## src/rtl/qspi_pkg.sv

```systemverilog
// Shared definitions for the quad-SPI host: FSM states, phase lengths and
// opcodes understood by the bridge's QSPI target.
package qspi_pkg;

  typedef enum logic [2:0] {
    StIdle,
    StCmd,
    StAddr,
    StDummy,
    StData,
    StDesel
  } qspi_state_e;

  localparam int unsigned CMD_NIB  = 2;
  localparam int unsigned CMD_BITS = 8;
  localparam int unsigned ADDR_NIB = 8;
  localparam int unsigned WORD_NIB = 4;

  localparam logic [7:0] OP_READ   = 8'h0B;
  localparam logic [7:0] OP_WRITE  = 8'h02;
  localparam logic [7:0] OP_STATUS = 8'h05;

endpackage

```

## src/rtl/qspi_sck_gen.sv

```systemverilog
// SCK divider: toggles sck every CLK_DIV cycles while enabled and flags the
// cycle in which each rising/falling edge will be taken.
module qspi_sck_gen #(
  parameter int unsigned CLK_DIV = 2
) (
  input  logic clk_i,
  input  logic reset_i,
  input  logic en_i,
  output logic sck_o,
  output logic rise_o,
  output logic fall_o
);

  logic [7:0] cnt_q, cnt_d;
  logic       sck_q, sck_d;
  logic       tick;

  // Strobes are asserted in the cycle before sck actually changes.
  always_comb begin
    tick   = en_i && (cnt_q == 8'(CLK_DIV - 1));
    rise_o = tick && !sck_q;
    fall_o = tick && sck_q;
    cnt_d  = cnt_q + 8'd1;
    sck_d  = sck_q;
    if (!en_i) begin
      cnt_d = '0;
      sck_d = 1'b0;
    end else if (tick) begin
      cnt_d = '0;
      sck_d = ~sck_q;
    end
  end

  // Divider state register.
  always_ff @(posedge clk_i) begin
    if (reset_i) begin
      cnt_q <= '0;
      sck_q <= 1'b0;
    end else begin
      cnt_q <= cnt_d;
      sck_q <= sck_d;
    end
  end

  assign sck_o = sck_q;

endmodule

```

## src/rtl/qspi_host.sv

```systemverilog
// Quad-SPI initiator: command, 32-bit address, optional dummy cycles and
// len_i 16-bit words on a 4-bit bus. Define QSPI_HOST_CMD_1BIT_EN to send the
// command serially on io[0] instead of as two quad nibbles.
module qspi_host
  import qspi_pkg::*;
#(
  parameter int unsigned CLK_DIV = 2,
  parameter int unsigned CS_HIGH = 4
) (
  input  logic        clk_i,
  input  logic        reset_i,
  input  logic        start_i,
  input  logic [7:0]  cmd_i,
  input  logic [31:0] addr_i,
  input  logic        dir_i,
  input  logic [4:0]  dummy_i,
  input  logic [7:0]  len_i,
  input  logic [15:0] wdata_i,
  output logic        wdata_ack_o,
  output logic [15:0] rdata_o,
  output logic        rdata_valid_o,
  output logic        busy_o,
  output logic        done_o,
  output logic        qspi_sck,
  output logic        qspi_sce,
  output logic [3:0]  qspi_io_o,
  input  logic [3:0]  qspi_io_i,
  output logic        qspi_io_oe
);

`ifdef QSPI_HOST_CMD_1BIT_EN
  localparam int unsigned CmdCycles = CMD_BITS;
  localparam int unsigned CmdShift  = 1;
`else
  localparam int unsigned CmdCycles = CMD_NIB;
  localparam int unsigned CmdShift  = 4;
`endif

  qspi_state_e state_q, state_d;
  logic [31:0] sh_q, sh_d, addr_q, addr_d;
  logic [4:0]  nib_q, nib_d, dummy_q, dummy_d;
  logic [7:0]  word_q, word_d, len_q, len_d, cs_q, cs_d;
  logic [11:0] rsh_q, rsh_d;
  logic [15:0] rdata_q, rdata_d;
  logic        dir_q, dir_d, rvalid_q, rvalid_d, done_q, done_d, ack_q, ack_d;
  logic        active, rise, fall, load_word;

  assign active = (state_q == StCmd) || (state_q == StAddr) ||
                  (state_q == StDummy) || (state_q == StData);

  qspi_sck_gen #(
    .CLK_DIV(CLK_DIV)
  ) u_sck_gen (
    .clk_i  (clk_i),
    .reset_i(reset_i),
    .en_i   (active),
    .sck_o  (qspi_sck),
    .rise_o (rise),
    .fall_o (fall)
  );

  // Next-state logic: phases advance on SCK falling edges, reads sample on rising edges.
  always_comb begin
    state_d   = state_q;
    sh_d      = sh_q;
    addr_d    = addr_q;
    nib_d     = nib_q;
    dummy_d   = dummy_q;
    word_d    = word_q;
    len_d     = len_q;
    cs_d      = cs_q;
    rsh_d     = rsh_q;
    rdata_d   = rdata_q;
    dir_d     = dir_q;
    rvalid_d  = 1'b0;
    done_d    = 1'b0;
    ack_d     = 1'b0;
    load_word = 1'b0;
    unique case (state_q)
      StIdle: begin
        if (start_i) begin
          sh_d    = {cmd_i, 24'h0};
          addr_d  = addr_i;
          dir_d   = dir_i;
          dummy_d = dummy_i;
          len_d   = len_i;
          nib_d   = '0;
          word_d  = '0;
          state_d = StCmd;
        end
      end
      StCmd: begin
        if (fall) begin
          sh_d  = sh_q << CmdShift;
          nib_d = nib_q + 5'd1;
          if (nib_q == 5'(CmdCycles - 1)) begin
            sh_d    = addr_q;
            nib_d   = '0;
            state_d = StAddr;
          end
        end
      end
      StAddr: begin
        if (fall) begin
          sh_d  = sh_q << 4;
          nib_d = nib_q + 5'd1;
          if (nib_q == 5'(ADDR_NIB - 1)) begin
            nib_d = '0;
            if (dummy_q != 5'd0) begin
              state_d = StDummy;
            end else if (len_q != 8'd0) begin
              state_d   = StData;
              load_word = 1'b1;
            end else begin
              state_d = StDesel;
            end
          end
        end
      end
      StDummy: begin
        if (fall) begin
          nib_d = nib_q + 5'd1;
          if (nib_q == dummy_q - 5'd1) begin
            nib_d = '0;
            if (len_q != 8'd0) begin
              state_d   = StData;
              load_word = 1'b1;
            end else begin
              state_d = StDesel;
            end
          end
        end
      end
      StData: begin
        if (rise && dir_q) begin
          rsh_d = {rsh_q[7:0], qspi_io_i};
          if (nib_q == 5'(WORD_NIB - 1)) begin
            rdata_d  = {rsh_q, qspi_io_i};
            rvalid_d = 1'b1;
          end
        end
        if (fall) begin
          sh_d  = sh_q << 4;
          nib_d = nib_q + 5'd1;
          if (nib_q == 5'(WORD_NIB - 1)) begin
            nib_d = '0;
            if (word_q == len_q - 8'd1) begin
              state_d = StDesel;
            end else begin
              word_d    = word_q + 8'd1;
              load_word = 1'b1;
            end
          end
        end
      end
      StDesel: begin
        cs_d = cs_q + 8'd1;
        if (cs_q == 8'(CS_HIGH - 1)) begin
          state_d = StIdle;
        end
      end
      default: state_d = StIdle;
    endcase
    if (load_word && !dir_q) begin
      sh_d  = {wdata_i, 16'h0};
      ack_d = 1'b1;
    end
    if ((state_d == StDesel) && (state_q != StDesel)) begin
      cs_d   = '0;
      done_d = 1'b1;
    end
  end

  // State and datapath registers; reset aborts any transfer without done_o.
  always_ff @(posedge clk_i) begin
    if (reset_i) begin
      state_q  <= StIdle;
      sh_q     <= '0;
      addr_q   <= '0;
      nib_q    <= '0;
      dummy_q  <= '0;
      word_q   <= '0;
      len_q    <= '0;
      cs_q     <= '0;
      rsh_q    <= '0;
      rdata_q  <= '0;
      dir_q    <= 1'b0;
      rvalid_q <= 1'b0;
      done_q   <= 1'b0;
      ack_q    <= 1'b0;
    end else begin
      state_q  <= state_d;
      sh_q     <= sh_d;
      addr_q   <= addr_d;
      nib_q    <= nib_d;
      dummy_q  <= dummy_d;
      word_q   <= word_d;
      len_q    <= len_d;
      cs_q     <= cs_d;
      rsh_q    <= rsh_d;
      rdata_q  <= rdata_d;
      dir_q    <= dir_d;
      rvalid_q <= rvalid_d;
      done_q   <= done_d;
      ack_q    <= ack_d;
    end
  end

  // Bus outputs decoded from the registered phase; reads release io after the address.
  always_comb begin
    qspi_io_o = 4'h0;
    unique case (state_q)
`ifdef QSPI_HOST_CMD_1BIT_EN
      StCmd:   qspi_io_o = {3'b000, sh_q[31]};
`else
      StCmd:   qspi_io_o = sh_q[31:28];
`endif
      StAddr:  qspi_io_o = sh_q[31:28];
      StData:  qspi_io_o = dir_q ? 4'h0 : sh_q[31:28];
      default: qspi_io_o = 4'h0;
    endcase
  end

  assign qspi_sce      = !active;
  assign qspi_io_oe    = (state_q == StCmd) || (state_q == StAddr) || (active && !dir_q);
  assign busy_o        = (state_q != StIdle);
  assign done_o        = done_q;
  assign wdata_ack_o   = ack_q;
  assign rdata_o       = rdata_q;
  assign rdata_valid_o = rvalid_q;

endmodule

```

## config.mk

```make
export PLATFORM = sky130hd
export DESIGN_NAME = qspi_host
export DESIGN_NICKNAME = d
export VERILOG_FILES = /design/src/rtl/qspi_pkg.sv /design/src/rtl/qspi_sck_gen.sv /design/src/rtl/qspi_host.sv
export SDC_FILE = /design/constraint.sdc
export NUM_CORES = 1
export LEC_CHECK = 0
export ABC_AREA = 1
export CAP_MARGIN = 20
export CORE_AREA = 3 3 135 137
export DETAILED_ROUTE_END_ITERATION = 8
export DIE_AREA = 0 0 138 140
export SYNTH_ARGS = -nofsm -noshare
export SYNTH_HDL_FRONTEND = slang
export SYNTH_SLANG_ARGS = --single-unit
```

## constraint.sdc

```tcl
create_clock -name clk_i -period 2.2 [get_ports clk_i]
set_clock_uncertainty 0.15 [all_clocks]
set_input_delay 0.55 -clock clk_i [delete_from_list [all_inputs] [get_ports clk_i]]
set_output_delay 0.55 -clock clk_i [all_outputs]
set_load 0.1 [all_outputs]
```

==> impl_metrics.ini, run 1 <==
[run_status]
outcome = finished, violations left
violations = negative setup slack

[grt]
grt_pass1_wl_um = 31520
antenna_found_initial = 0
first_global_vias = 6617
grt-ovfl-total = 0
grtUsageTotal_pct = 19.52
grt_max_degree = 48

[detailed_routing]
dr.pass1.iters = 5
postRouteAntennaNets = 0
via_count = 6793
remaining_drc_errors = 0
viasPerCell = 4.908
routed_wl_um = 18890
drtIter0Drc = 318
routedWlPerCell_um = 13.65

[power_and_ir_drop]
peakVddDrop_uv = 586.7
power.density_nw_per_um2 = 737.9
p_leak_uw = 0.003925

[setup_path]
r2r-start = state_q[2]$_SDFF_PP0_
critPathSlowestCell = dfxtp_4
path_depth = 7
rr_worst_depth = 14
cp.arrival_ns = 1.65
critPathKind = reg -> out
slowest_delay_ns = 0.37
end_kind = output port
crit_top_cell = nor2_4
worstPathMaxFanout = 4
crit_required_ns = 1.50
critPathTopFamily = buffers and inverters
cp-startpoint = state_q[1]$_SDFF_PP0_
crit_buf_inv = 3
path_cells = inv_4, nand2_4, nor2_4, nor2_4, buf_6, o21ai_4, buf_12
worst_setup_path_start_kind = register

[clock_tree]
clk_pin_slew_ns = 0.05
clock_path_buffers = 2
tritoncts = done
hold_buffers = 0
cts_made_buffers = 17
worstSkewPairLatency_ns = 0.43
clock-root-buffer = clkbuf_16
cts.sinks = 142
h-tree-depth = 4

[layout]
antenna_cells = 0
drive_above_1_share_pct = 20.10
post-route-util_pct = 56.91
syn_to_final_growth_pct = 43.54
nNetsFinal = 1233
finish.instance_area_um2 = 9776

[logic_synthesis]
synth.distinct_cells = 36
synthArstFlopShare_pct = 0
syn-mean-instance-area_um2 = 6.851
ys_warn_count = 0
synthFlopType = dfxtp_1
synth-seq-cells = 142
netlist_area_um2 = 6810
synthCells = 994
ys_seq_area_share_pct = 41.74
synth_nets = 1081
synth-edff-count = 0

[sta]
rsz0062_at_grt = true
maxSlewHeadroom_pct = 60.23
worst_slack_ns = -0.1512
maxClockFrequency_mhz = 425.3
finalHoldViolCount = 0
whs_ns = 0.2986
tightest_slew_ns = 0.5966
period_needed_ns = 2.351
slew_viol_final = 0
finalCritPeriodShare_pct = 106.9
setup_violations = 37

[place]
hpwl_um = 13270
port-buffer-count = 103
gp_congestion = 0.8523
pre_cts_slack_ns = -0.1087
dpl_cell_area_um2 = 8625

[min_path]
min_from = addr_q[30]$_SDFFE_PP0P_
hp-class = reg -> reg
holdPathStages = 2

[floorplan]
fp-row-count = 48
core_area_um2 = 17180
dieHeight_um = 140
die_w_um = 138
die-area_um2 = 19320
initial_core_util_pct = 39.65
io-pin-count = 104

[run]
maxCapViolCount = 0
==> placed cells by master (no fill, tap or decap), types with 4 or more instances in the layout <==
| cell | netlist | layout |
|---|---|---|
| a211oi_1 | 15 | 7 |
| a211oi_2 | 0 | 8 |
| a21oi_1 | 91 | 80 |
| a21oi_2 | 0 | 9 |
| a22oi_1 | 14 | 14 |
| buf_12 | 0 | 21 |
| buf_4 | 1 | 68 |
| buf_6 | 1 | 6 |
| bufinv_16 | 0 | 5 |
| clkbuf_16 | 0 | 17 |
| clkdlybuf4s50_1 | 0 | 75 |
| dfxtp_1 | 142 | 134 |
| dfxtp_2 | 0 | 5 |
| ha_1 | 10 | 7 |
| inv_1 | 112 | 102 |
| inv_2 | 11 | 15 |
| inv_4 | 0 | 4 |
| inv_6 | 0 | 5 |
| nand2_1 | 207 | 196 |
| nand2_2 | 1 | 8 |
| nand2_4 | 3 | 5 |
| nand3_1 | 62 | 58 |
| nand4_1 | 12 | 12 |
| nor2_1 | 153 | 131 |
| nor2_2 | 3 | 16 |
| nor2_4 | 1 | 10 |
| nor3_1 | 8 | 8 |
| o21ai_0 | 67 | 65 |
| o21ai_1 | 3 | 4 |
| o22ai_1 | 6 | 6 |
| xnor2_1 | 6 | 6 |
| xor2_1 | 12 | 12 |
==> power by group <==
part           switching [uW]  total [uW]  internal (uW)
Clock                    1180        3210           2030
Combinational             719        1250            528
Sequential               68.2        2760           2690
==> area by class of cell <==
cell class,count,area [um2]
Fill cell,1655,7401
Clock buffer,17,425.4
Multi-Input combinational cell,689,3700
Tap cell,225,281.5
Timing Repair Buffer,173,1797
Clock inverter,15,232.7
Inverter,123,479.2
Sequential cell,142,2860
==> final timing paths <==
kind,slack (ns),end
min reg2reg,0.30,addr_q[30]$_SDFFE_PP0P_
max reg2reg,-0.10,sh_q[22]$_SDFFE_PP0P_
max,-0.15,qspi_io_oe
min,0.30,addr_q[30]$_SDFFE_PP0P_
==> tightest hold or removal path, delay by kind of cell, from the launching register on <==
family	cells	cell delay, ns
buffers and inverters	1	0.06
DFF	1	0.29
AOI/OAI and AO/OA	1	0.05
==> cells by family after synthesis <==
group,after synthesis,share of synthesized area [%]
XOR/XNOR,18,2.315
AO/OA/AOI/OAI,202,16.39
buffers and inverters,164,9.370
adder cells (fa/ha/maj),10,1.837
flip-flops,142,41.74
AND/OR/NAND/NOR,457,28.20
multiplexers,1,0.1470
==> layer usage <==
metal / global-route usage, % / vias to the layer above / part of all wire (%) / routed length (um)
met5: 0 / - / 0 / 0
met4: 6.448 / 0 / 1.9 / 368
met3: 5.224 / 32 / 5.3 / 1010
met2: 31.91 / 152 / 47 / 8793
met1: 25.18 / 3087 / 46 / 8719
li1: - / 3522 / - / -
==> metrics by stage <==
| step | std cells | power [uW] | TNS, ns |
|---|---|---|---|
| 2_1_floorplan | 994 | 3456 | -0.5825 |
| 3_3_place_gp | 1341 | 3918 | -2.325 |
| 3_5_place_dp | 1341 | 3923 | -2.851 |
| 4_1_cts | 1382 | 7221 | -2.209 |
| 5_1_grt | 1384 | 7521 | -8.239 |
| 6_report | 1384 | 7214 | -2.155 |
==> registers in the layout (all words and copies together) (netlist names), 8 cells and up <==
name and cells:
addr_q 32, cs_q 8, len_q 8, rdata_o 16, rsh_q 12, sh_q 32, u_sck_gen.cnt_q 8, word_q 8
==> synthesized netlist by cell type (8+ instances only) <==
library cell / instances / share of area (%)
a211oi_1: 15 / 1.7
a21oi_1: 91 / 6.7
a22oi_1: 14 / 1.5
buf_2: 9 / 0.66
clkbuf_1: 30 / 1.7
dfxtp_1: 142 / 42
ha_1: 10 / 1.8
inv_1: 112 / 6.2
inv_2: 11 / 0.61
nand2_1: 207 / 11
nand3_1: 62 / 4.6
nand4_1: 12 / 1.1
nor2_1: 153 / 8.4
nor3_1: 8 / 0.59
o21ai_0: 67 / 4.9
xor2_1: 12 / 1.5
==> what timing repair did <==
action / CTS / global route
pin swaps: 26 / 30
setup endpoints to repair: 47 / 50
gates resized for setup: 64 / 40
setup buffers: 8 / 4
gates cloned: 2 / 0
Power figures use the tool's default switching activity.
==> run 2: changes to the inputs <==
Settings changed: CORE_AREA 3 3 135 137 to 3 3 121 123, DIE_AREA 0 0 138 140 to 0 0 124 126, PLACE_DENSITY from default to 0.74.
Clock period 2.2 ns to 2.75 ns, I/O delays scaled along.
==> impl_metrics.ini, run 2 (synthesized netlist as in run 1, its figures left out) <==
[setup_path]
worst_setup_path_start_kind = register
path_cells = inv_2, nand3_1, nand2_1, inv_4, nand2_4, inv_1, buf_12
slowest_delay_ns = 0.40
crit_required_ns = 1.91
end_kind = output port
critPathTopFamily = buffers and inverters
crit_buf_inv = 4
worstPathMaxFanout = 11
cp.arrival_ns = 1.79
critPathKind = reg -> out
critPathSlowestCell = dfxtp_1

[clock_tree]
hold_buffers = 0
post-cts-setup-buffers = 0
clock_path_buffers = 2
clk_pin_slew_ns = 0.06
h-tree-depth = 4
worstSkewPairLatency_ns = 0.43
tritoncts = done
cts_resized = 0
cts.sinks = 142
clock-root-buffer = clkbuf_16
cts_made_buffers = 17

[place]
dpl_cell_area_um2 = 8074
port-buffer-count = 103
hpwl_um = 12240
pre_cts_slack_ns = 0.1591
gp_congestion = 0.8638

[layout]
drive_above_1_share_pct = 9.567
nNetsFinal = 1182
finish.instance_area_um2 = 8687
most-common-layout-cells = nand2_1, nor2_1, dfxtp_1
fill_cells = 1262
seq_area_um2 = 2843
syn_to_final_growth_pct = 27.56
antenna_cells = 0
final_common_cell = nand2_1
multi_input_area_um2 = 3361

[detailed_routing]
dr.pass1.iters = 6
drtIter0Drc = 632
remaining_drc_errors = 0
via_count = 6563
postRouteAntennaNets = 0
routed_wl_um = 17460
viasPerCell = 5.095
routedWlPerCell_um = 13.56

[sta]
period_needed_ns = 2.626
maxSlewHeadroom_pct = 62.01
tightest_slew_ns = 0.5698
fin_tns_setup_ns = 0
finalHoldViolCount = 0
worst_slack_ns = 0.1241
rsz0062_at_grt = false
slew_viol_final = 0
finalCritPeriodShare_pct = 95.49
setup_violations = 0
maxClockFrequency_mhz = 380.8

[grt]
grt_pass1_wl_um = 28530
grt-ovfl-total = 0
grt_max_degree = 60
antenna_found_initial = 0
first_global_vias = 6148
grtUsageTotal_pct = 22.76

[power_and_ir_drop]
power.density_nw_per_um2 = 608.2
peakVddDrop_uv = 435.6
p_leak_uw = 0.003527

[floorplan]
core_area_um2 = 13770
initial_core_util_pct = 49.45
fp-row-count = 43
dieHeight_um = 126
die_w_um = 124
io-pin-count = 104
die-area_um2 = 15620

[min_path]
hp-class = reg -> reg

[run]
maxCapViolCount = 0

[run_status]
outcome = completed
[run 2: report_power, final]
part / switching, uW / internal, uW / leakage (uW)
clock network: 911 / 1360 / 0.000271
logic: 492 / 313 / 0.00210
registers: 57.8 / 2150 / 0.00116
total: 1460 / 3820 / 0.00353
[run 2: cell type report]
type | instances | share of cell area (%)
timing repair buffer | 123 | 13.91
inverter | 123 | 5.344
multi-input combinational | 688 | 38.69
sequential | 142 | 32.72
clock inverter | 13 | 1.642
tap | 180 | 2.593
clock buffer | 19 | 5.099
[run 2: routing by layer]
layer,share of wire (%),vias to the layer above,track usage [%],wire (um)
met4,1.7,0,8.183,298
met2,47,188,36.30,8126
met1,46,2950,29.79,7979
li1,-,3402,-,-
met5,0,-,0,0
met3,6.1,23,5.793,1057
[run 2: tightest hold or removal path, cell delays in order, from the launching register on]
cell and delay [ns]:
dfxtp_1 0.29, inv_1 0.06, a21oi_1 0.06
[run 2: final timing paths]
check                           slack [ns]                     from  cells past startpoint                 endpoint
worst min register to register        0.31  addr_q[28]$_SDFFE_PP0P_                      2  addr_q[28]$_SDFFE_PP0P_
worst max register to register        0.26    state_q[2]$_SDFF_PP0_                     12     sh_q[4]$_SDFFE_PP0P_
worst min-delay path                  0.31  addr_q[28]$_SDFFE_PP0P_                      2  addr_q[28]$_SDFFE_PP0P_
worst max-delay path                  0.12    state_q[2]$_SDFF_PP0_                      7                 qspi_sce
[run 2: metrics by stage]
step | utilization (%) | hold slack, ns | total power [uW] | cells
6_report | 63.07 | 0.3052 | 5284 | 1288
5_1_grt | 63.07 | 0.3238 | 5519 | 1288
4_1_cts | 62.87 | 0.3078 | 5308 | 1288
3_5_place_dp | 58.62 | 0.2971 | 3046 | 1256
3_3_place_gp | 58.62 | 0.2858 | 3035 | 1256
2_1_floorplan | - | 0.2739 | 2751 | 994
==> run 3: changes to the inputs <==
--- a/config.mk
+++ b/config.mk
@@ -12,4 +12,5 @@
 export DIE_AREA = 0 0 124 126
 export PLACE_DENSITY = 0.74
+export SETUP_SLACK_MARGIN = 0.15
 export SYNTH_ARGS = -nofsm -noshare
 export SYNTH_HDL_FRONTEND = slang
--- a/constraint.sdc
+++ b/constraint.sdc
@@ -3,3 +3,3 @@
 set_input_delay 0.6875 -clock clk_i [delete_from_list [all_inputs] [get_ports clk_i]]
 set_output_delay 0.6875 -clock clk_i [all_outputs]
-set_load 0.1 [all_outputs]
+set_load 0.05 [all_outputs]
==> impl_metrics.ini, run 3 (synthesized netlist as in run 1, its figures left out) <==
[clock_tree]
cts.sinks = 142
tritoncts = done
worstSkewPairLatency_ns = 0.42
clock-root-buffer = clkbuf_16
h-tree-depth = 4
cts_made_buffers = 17
clock_path_buffers = 2
clk_pin_slew_ns = 0.06

[min_path]
hp-class = reg -> reg

[detailed_routing]
drtIter0Drc = 578
dr.pass1.iters = 6
postRouteAntennaNets = 0
routedWlPerCell_um = 13.89
viasPerCell = 5.141
via_count = 6663
routed_wl_um = 18000
remaining_drc_errors = 0

[layout]
drive_above_1_share_pct = 9.409
final_common_cell = nand2_1
syn_to_final_growth_pct = 30.22
nNetsFinal = 1190
post-route-util_pct = 64.39
most-common-layout-cells = nand2_1, nor2_1, dfxtp_1
fill_cells = 1276
antenna_cells = 0

[setup_path]
crit_required_ns = 1.91
critPathKind = reg -> out
end_kind = output port
worstPathMaxFanout = 11
critPathTopFamily = buffers and inverters
critPathSlowestCell = dfxtp_1
path_cells = inv_2, nand3_2, nand2_2, clkinv_4, nand2_4, inv_1, buf_12
slowest_delay_ns = 0.36
crit_buf_inv = 4
cp.arrival_ns = 1.70
worst_setup_path_start_kind = register

[run]
maxCapViolCount = 0

[grt]
antenna_found_initial = 0
first_global_vias = 6237
grtUsageTotal_pct = 22.58
grt_max_degree = 51
grt-ovfl-total = 0
grt_pass1_wl_um = 28470

[floorplan]
initial_core_util_pct = 49.45
io-pin-count = 104
die-area_um2 = 15620
core_area_um2 = 13770
die_w_um = 124
fp-row-count = 43
dieHeight_um = 126

[sta]
slew_viol_final = 0
rsz0062_at_grt = false
whs_ns = 0.2984
maxSlewHeadroom_pct = 61.97
tightest_slew_ns = 0.5698
finalCritPeriodShare_pct = 92.23
fin_tns_setup_ns = 0
finalHoldViolCount = 0
period_needed_ns = 2.536
setup_violations = 0
maxClockFrequency_mhz = 394.3

[run_status]
outcome = completed

[power_and_ir_drop]
peakVddDrop_uv = 509.2
power.density_nw_per_um2 = 610.2
p_leak_uw = 0.003538

[place]
port-buffer-count = 103
gp_congestion = 0.8703
hpwl_um = 12120
==> run 3: changes by cell type in the layout (fill, tap and decap cells not counted), moves of 2 or more <==
cell | before | now
clkdlybuf4s50_1 | 75 | 94
nand2_1 | 206 | 201
buf_4 | 39 | 25
inv_1 | 112 | 110
bufinv_16 | 2 | 4
inv_6 | 0 | 2
clkinv_4 | 4 | 2
nand2_2 | 1 | 6
buf_12 | 8 | 5
nand2_8 | 1 | 3
==> run 3: per-layer routing <==
layer  GRT usage [%]  wire length, um  part of all wire [%]
met1           29.60             8040                    45
met2           35.57             8340                    46
met3           5.658             1194                   6.6
met5               0                0                     0
met4           9.021              423                   2.4
==> run 3: final timing paths <==
| kind | start | to | slack, ns | depth (start not counted) |
|---|---|---|---|---|
| max | state_q[2]$_SDFF_PP0_ | qspi_sce | 0.21 | 7 |
| min | addr_q[25]$_SDFFE_PP0P_ | addr_q[25]$_SDFFE_PP0P_ | 0.30 | 2 |
| max reg2reg | len_q[0]$_SDFFE_PP0P_ | sh_q[10]$_SDFFE_PP0P_ | 0.35 | 15 |
| min reg2reg | addr_q[25]$_SDFFE_PP0P_ | addr_q[25]$_SDFFE_PP0P_ | 0.30 | 2 |
==> run 3: worst min-delay path, delay by kind of cell, from the launching register on <==
kind                   cells  cell delay [ns]
buffers and inverters      1             0.05
DFF                        1             0.29
AOI/OAI and AO/OA          1             0.05
==> run 3: cell type report <==
type | count | area (um2) | area share, %
clock buffer | 18 | 429.2 | 4.839
clock inverter | 14 | 192.7 | 2.173
inverter | 123 | 471.7 | 5.319
multi-input combinational | 691 | 3443 | 38.83
sequential | 142 | 2844 | 32.07
tap | 180 | 225.2 | 2.540
timing repair buffer | 128 | 1262 | 14.24
==> run 3: metrics by stage <==
step	total power (uW)	setup slack [ns]	instances	area, um2
3_5_place_dp	3003	0.2099	1254	8070
2_1_floorplan	2719	0.4331	994	6810
3_3_place_gp	2994	0.2423	1254	8070
6_report	5411	0.2137	1296	8869
5_1_grt	5633	0.1440	1296	8869
4_1_cts	5409	0.1449	1286	8701
==> run 3: where the power goes <==
part	leakage, uW	internal, uW	switching [uW]
Combinational	0.00210	309	478
Clock	0.000285	1520	900
Sequential	0.00116	2150	57.4
==> run 3: timing repair <==
| action | 4_1_cts | 5_1_grt |
|---|---|---|
| setup buffers | 0 | 7 |
| setup endpoints to repair | 7 | 47 |
| endpoints found under the hold margin | 0 | 0 |
| hold buffers | 0 | 0 |
| pin swaps | 0 | 8 |
| gates resized for setup | 5 | 26 |
| cloned | 0 | 3 |
